--- src/rtl/lsu_pkg.sv ---
// Shared load/store unit types and helpers.
// Width codes, FSM states, strobe/data/extend/misalign functions.
package lsu_pkg;

  localparam logic [2:0] F3_B  = 3'b000;
  localparam logic [2:0] F3_H  = 3'b001;
  localparam logic [2:0] F3_W  = 3'b010;
  localparam logic [2:0] F3_BU = 3'b100;
  localparam logic [2:0] F3_HU = 3'b101;

  typedef enum logic [1:0] {
    IDLE,
    REQ,
    WAIT,
    DONE
  } lsu_state_e;

  function automatic logic [3:0] st_strb(
    input logic [2:0] f3,
    input logic [1:0] off
  );
    case (f3)
      F3_B:    return 4'b0001 << off;
      F3_H:    return 4'b0011 << off;
      default: return 4'b1111;
    endcase
  endfunction

  // Narrow data is replicated so every lane carries it.
  function automatic logic [31:0] st_data(
    input logic [2:0]  f3,
    input logic [31:0] wd
  );
    case (f3)
      F3_B:    return {4{wd[7:0]}};
      F3_H:    return {2{wd[15:0]}};
      default: return wd;
    endcase
  endfunction

  function automatic logic [31:0] ld_ext(
    input logic [2:0]  f3,
    input logic [1:0]  off,
    input logic [31:0] w
  );
    logic [31:0] s;
    s = w >> {off, 3'b000};
    case (f3)
      F3_B:    return {{24{s[7]}}, s[7:0]};
      F3_BU:   return {24'b0, s[7:0]};
      F3_H:    return {{16{s[15]}}, s[15:0]};
      F3_HU:   return {16'b0, s[15:0]};
      default: return w;
    endcase
  endfunction

  // Bad width codes are rejected the same way as misaligned ones.
  function automatic logic bad_acc(
    input logic [2:0] f3,
    input logic [1:0] off,
    input logic       we
  );
    logic ok;
    logic mis;
    case (f3)
      F3_B, F3_H, F3_W: ok = 1'b1;
      F3_BU, F3_HU:     ok = !we;
      default:          ok = 1'b0;
    endcase
    case (f3[1:0])
      2'b01:   mis = off[0];
      2'b10:   mis = |off;
      default: mis = 1'b0;
    endcase
    return !ok || mis;
  endfunction

endpackage

--- src/rtl/load_store_unit_align.sv ---
// Combinational store shift/strobe, load extract/extend, misalign check.
// Store side uses live request; load side uses captured request.
module lsu_align
  import lsu_pkg::*;
(
  input  logic [2:0]  f3_i,
  input  logic [1:0]  off_i,
  input  logic        we_i,
  input  logic [31:0] wdata_i,
  output logic [3:0]  wstrb_o,
  output logic [31:0] wdata_o,
  output logic        bad_o,
  input  logic [2:0]  ld_f3_i,
  input  logic [1:0]  ld_off_i,
  input  logic [31:0] rdata_i,
  output logic [31:0] ldata_o
);

  assign wstrb_o = st_strb(f3_i, off_i);
  assign wdata_o = st_data(f3_i, wdata_i);
  assign bad_o   = bad_acc(f3_i, off_i, we_i);
  assign ldata_o = ld_ext(ld_f3_i, ld_off_i, rdata_i);

endmodule

--- src/rtl/load_store_unit.sv ---
// Multi-cycle load/store unit between MEM stage and ready/valid bus.
// Ports: pipeline req/stall/load result, bus req/rsp, error pulses.
module load_store_unit
  import lsu_pkg::*;
#(
  parameter int ADDR_W  = 32,
  parameter int TIMEOUT = 255
) (
  input  logic              clk,
  input  logic              rst,
  input  logic              mem_read,
  input  logic              mem_write,
  input  logic [2:0]        funct3,
  input  logic [ADDR_W-1:0] addr,
  input  logic [31:0]       wdata,
  output logic              stall,
  output logic              load_valid,
  output logic [31:0]       load_data,
  output logic              misaligned,
  output logic              bus_error,
  output logic              bus_req_valid,
  input  logic              bus_req_ready,
  output logic              bus_we,
  output logic [ADDR_W-1:0] bus_addr,
  output logic [3:0]        bus_wstrb,
  output logic [31:0]       bus_wdata,
  input  logic              bus_rsp_valid,
  input  logic [31:0]       bus_rdata
);

  localparam int CW   = (TIMEOUT > 1) ? $clog2(TIMEOUT) : 1;
  localparam int TLIM = (TIMEOUT > 0) ? TIMEOUT - 1 : 0;

  lsu_state_e        state_q, state_d;
  logic [CW-1:0]     cnt_q, cnt_d;
  logic [ADDR_W-1:0] addr_q;
  logic [2:0]        f3_q;
  logic              we_q;
  logic [3:0]        strb_q;
  logic [31:0]       wd_q;
  logic [31:0]       ld_q;

  logic        req, bad, req_ok, busy, tmo, hs, cap;
  logic [3:0]  strb_n;
  logic [31:0] wd_n, ld_n;

  lsu_align u_align (
    .f3_i     (funct3),
    .off_i    (addr[1:0]),
    .we_i     (mem_write),
    .wdata_i  (wdata),
    .wstrb_o  (strb_n),
    .wdata_o  (wd_n),
    .bad_o    (bad),
    .ld_f3_i  (f3_q),
    .ld_off_i (addr_q[1:0]),
    .rdata_i  (bus_rdata),
    .ldata_o  (ld_n)
  );

  assign req    = !rst && state_q == IDLE && (mem_read || mem_write);
  assign req_ok = req && !bad;
  assign busy   = state_q == REQ || state_q == WAIT;
  assign tmo    = !rst && (TIMEOUT != 0) && busy
                  && cnt_q == CW'(TLIM);
  assign hs     = bus_req_valid && bus_req_ready;

  assign bus_req_valid = !rst && state_q == REQ && !tmo;
  assign stall         = req_ok || (!rst && busy && !tmo);
  assign misaligned    = req && bad;
  assign bus_error     = tmo;
  assign load_valid    = !rst && state_q == DONE && !we_q;
  assign load_data     = ld_q;
  assign bus_we        = we_q;
  assign bus_addr      = {addr_q[ADDR_W-1:2], 2'b00};
  assign bus_wstrb     = strb_q;
  assign bus_wdata     = wd_q;

  always_comb begin
    state_d = state_q;
    cap     = 1'b0;
    case (state_q)
      IDLE: if (req_ok) state_d = REQ;
      REQ: begin
        if (tmo) begin
          state_d = IDLE;
        end else if (hs) begin
          // Zero-wait bus: response in the handshake cycle.
          state_d = bus_rsp_valid ? DONE : WAIT;
          cap     = bus_rsp_valid && !we_q;
        end
      end
      WAIT: begin
        if (tmo) begin
          state_d = IDLE;
        end else if (bus_rsp_valid) begin
          state_d = DONE;
          cap     = !we_q;
        end
      end
      DONE:    state_d = IDLE;
      default: state_d = IDLE;
    endcase
    cnt_d = (busy && state_d == state_q) ? cnt_q + 1'b1 : '0;
  end

  always_ff @(posedge clk) begin
    if (rst) begin
      state_q <= IDLE;
      cnt_q   <= '0;
      addr_q  <= '0;
      f3_q    <= '0;
      we_q    <= 1'b0;
      strb_q  <= '0;
      wd_q    <= '0;
      ld_q    <= '0;
    end else begin
      state_q <= state_d;
      cnt_q   <= cnt_d;
      if (req_ok) begin
        addr_q <= addr;
        f3_q   <= funct3;
        we_q   <= mem_write;
        strb_q <= strb_n;
        wd_q   <= wd_n;
      end
      if (cap) ld_q <= ld_n;
    end
  end

endmodule

--- config.mk ---
export PLATFORM = sky130hd
export DESIGN_NAME = load_store_unit
export DESIGN_NICKNAME = d
export VERILOG_FILES = /design/src/rtl/lsu_pkg.sv /design/src/rtl/load_store_unit_align.sv /design/src/rtl/load_store_unit.sv
export SDC_FILE = /design/constraint.sdc
export NUM_CORES = 1
export LEC_CHECK = 0
export ABC_AREA = 1
export ABC_CLOCK_PERIOD_IN_PS = 3300
export CAP_MARGIN = 10
export CORE_ASPECT_RATIO = 0.8
export CORE_UTILIZATION = 51
export DETAILED_ROUTE_END_ITERATION = 8
export HOLD_SLACK_MARGIN = 0.02
export PLACE_DENSITY = 0.94
export SLEW_MARGIN = 40
export SYNTH_ARGS = -nofsm -noshare
export SYNTH_HDL_FRONTEND = slang
export SYNTH_HIERARCHICAL = 1
export SYNTH_SLANG_ARGS = --single-unit
--- constraint.sdc ---
create_clock -name clk -period 3.3 [get_ports clk]
set_input_delay 0.33 -clock clk [delete_from_list [all_inputs] [get_ports clk]]
set_output_delay 0.33 -clock clk [all_outputs]
set_load 0.01 [all_outputs]
==> flow_summary.toml <==
[status]
status = "complete, no violations"

[sta]
setup_viol = 0
worstMarginPinSlew_ns = 0.732
fmax_mhz = 378
final-max-slew-violation-count = 0
period_share_pct = 80.2
skew_ns = 0.0106
period_minus_slack_ns = 2.65
grt_setup_unrepaired = "false"
postLayoutSetupSlackWorst_ns = 0.653
report.final.hold_viol_count = 0
setup_tns_ns = 0
max-slew-margin-rel_pct = 51.2

[grt]
grt_max_degree = 72
grt_antenna_before_repair = 0
grt_pass1_vias = 5798
grt_pass1_wl_um = 29000
grt_usage_pct = 27.3
grt.overflow.total = 0

[clock_tree]
cts_sinks = 114
cts-buffers-inserted = 17
cts-htree-levels = 4
cts-resized-gates = 0
path_clk_slew_ns = 0.06
cts-root-buf = "clkbuf_16"
cts_tree = "yes"
ctsHoldBuffers = 0
clock_path_buffers = 2
cts_setup_buffers = 0
clkLatencyLatePin_ns = 0.41

[setup_path]
path_max_fanout = 6
r2r_end = "load_data[31]$_SDFFE_PP0P_"
reg2reg_depth = 12
r2r-start = "state_q[0]$_SDFF_PP0_"
worstSetupEndpoint = "bus_error"
crit_path_end_kind = "output port"
path_class = "flop to output port"
required_ns = 2.97
reg2reg_setup_slack_ns = 0.92
setup.worst_path.start = "state_q[0]$_SDFF_PP0_"
cp-start-kind = "flop"
crit_arrival_ns = 2.32

[placement]
port_buffers = 208
dp_hpwl_um = 12800
place.gp.congestion = 0.910
dp_slack_ns = 0.517

[die]
initial_core_util_pct = 53.1
fp.dieH_um = 104
die_w_um = 129
dieArea_sq_um = 13400
rows = 36
design.core.area_sq_um = 12400
num_io_pins = 211

[final_layout]
syn_to_final_growth_pct = 35.3
num-nets-final = 1158
drive_above_1_share_pct = 16.1
diodes = 0

[detailed_routing]
vias_per_cell = 5.12
dr_total_vias = 6286
firstDrtPassIters = 8
routed_wirelength_um = 18100
drcViolationCount = 0
drt-initial-drc-count = 551
routedWlPerCell_um = 14.8
ant_nets = 0

[synth]
synthesis.instances = 896
synthFlopType = "dfxtp_1"
async_flop_share_pct = 0
netlist_area_sq_um = 6580
synth_cell_types = 36
synth_edf_count = 0
synth-seq-area-share_pct = 34.7
synth-seq-cells = 114
yosysWarnings = 6
syn_area_per_cell_sq_um = 7.34

[hold_path]
hold_class = "flop to flop"

[pwr]
p_int_mw = 2.84
leakage_nw = 3.36
p_per_area_nw_per_um2 = 436
comb_power_share_pct = 16.2
ir_worst_vdd_mv = 0.358
swShare_pct = 26.7
clkPwrFrac_pct = 46.3
power_switching_mw = 1.03
p_seq_share_pct = 37.5

[run]
cap_violations = 0
==> power groups by stage <==
stage                     combinational (mW)  sequential, mW  clock, mW
after global routing                   0.684            1.46       1.89
after floorplan                        0.363            1.48          0
after global placement                 0.611            1.48          0
after CTS                              0.624            1.45       1.81
final                                  0.629            1.45       1.79
after detailed placement               0.619            1.48          0
==> through the flow <==
stage	instance area [sq um]	cells	util [%]	hold slack [ns]	total power [mW]
floorplan	6580	897	-	0.441	1.85
global placement	8320	1195	67.1	0.447	2.09
detailed placement	8320	1195	67.1	0.451	2.10
CTS	8900	1227	71.8	0.460	3.89
global route	8900	1227	71.8	0.476	4.03
finish	8900	1227	71.8	0.458	3.88
==> cell usage after synthesis, types with 9 or more instances <==
library cell	n	area share, %
inv_2	13	0.74
inv_1	47	2.7
nand3_2	22	3.3
dfxtp_1	114	35
nand2_4	33	5.7
nor2_1	13	0.74
nor3_2	9	1.4
o21ai_0	14	1.1
a21oi_2	30	4.0
a21oi_1	75	5.7
buf_4	49	5.6
nand2_1	308	18
buf_2	13	0.99
nand3_1	49	3.7
o21ai_1	34	2.6
ha_1	10	1.9
clkbuf_1	20	1.1
==> worst min-delay path by stage <==
stage	startpoint	endpoint	depth (start not counted)
floorplan	addr_q[10]$_SDFFE_PP0P_	addr_q[10]$_SDFFE_PP0P_	2
global placement	addr_q[22]$_SDFFE_PP0P_	addr_q[22]$_SDFFE_PP0P_	2
detailed placement	addr_q[10]$_SDFFE_PP0P_	addr_q[10]$_SDFFE_PP0P_	2
CTS	addr_q[17]$_SDFFE_PP0P_	addr_q[17]$_SDFFE_PP0P_	2
global route	addr_q[7]$_SDFFE_PP0P_	addr_q[7]$_SDFFE_PP0P_	2
finish	addr_q[17]$_SDFFE_PP0P_	addr_q[17]$_SDFFE_PP0P_	2
==> sequential cells by signal, indices dropped and copies added (netlist names) <==
signal     cells
addr_q        32
bus_wdata     32
load_data     32
cnt_q          8
bus_wstrb      4
f3_q           3
state_q        2
bus_we         1
==> cells by family after synthesis <==
group                    count (synthesis)  synth area share, %
XOR/XNOR                                 6                0.799
AND/OR/NAND/NOR                        457                 35.6
AO/OA/AOI/OAI                          155                 13.6
other                                    1               0.0570
buffers and inverters                  153                 13.3
flip-flops                             114                 34.7
adder cells (fa/ha/maj)                 10                 1.90
==> metal layers <==
layer | share of wire, % | routed length, um | vias to the layer above | GRT usage (%)
li1 | - | - | 3107 | -
met1 | 45 | 8070 | 2849 | 37.7
met2 | 45 | 8100 | 288 | 40.5
met3 | 7.8 | 1410 | 42 | 6.46
met4 | 2.9 | 532 | 0 | 11.4
met5 | 0 | 0 | - | 0
==> cell usage in the layout (no fill, tap or decap), types with 7 or more instances in the layout <==
| master | n |
|---|---|
| inv_1 | 47 |
| clkbuf_16 | 17 |
| a21oi_2 | 30 |
| nand3_2 | 22 |
| nand2_1 | 308 |
| nand3_1 | 49 |
| o21ai_1 | 34 |
| nor2_1 | 13 |
| inv_2 | 13 |
| nand2_4 | 33 |
| a21oi_1 | 75 |
| buf_4 | 10 |
| dfxtp_1 | 114 |
| o21ai_0 | 14 |
| nand2_2 | 7 |
| nor3_2 | 9 |
| ha_1 | 10 |
| clkdlybuf4s50_1 | 207 |
==> cell type report <==
| cell class | instances | area, sq um |
|---|---|---|
| clock buffers | 19 | 443 |
| clock inverters | 13 | 136 |
| fillers | 971 | 3490 |
| inverters | 63 | 248 |
| multi-input cells | 630 | 3430 |
| flip-flops and latches | 114 | 2280 |
| well taps | 171 | 214 |
| repair buffers | 217 | 2150 |
==> worst max-delay path, stage by stage, from the launching register on <==
cell and delay (ns):
dfxtp_1 0.45, inv_1 0.16, ha_1 0.34, inv_1 0.06, nor2_2 0.16, nand3_4 0.13
inv_2 0.08, clkdlybuf4s50_1 0.54
(Power assumes the default switching activity.)
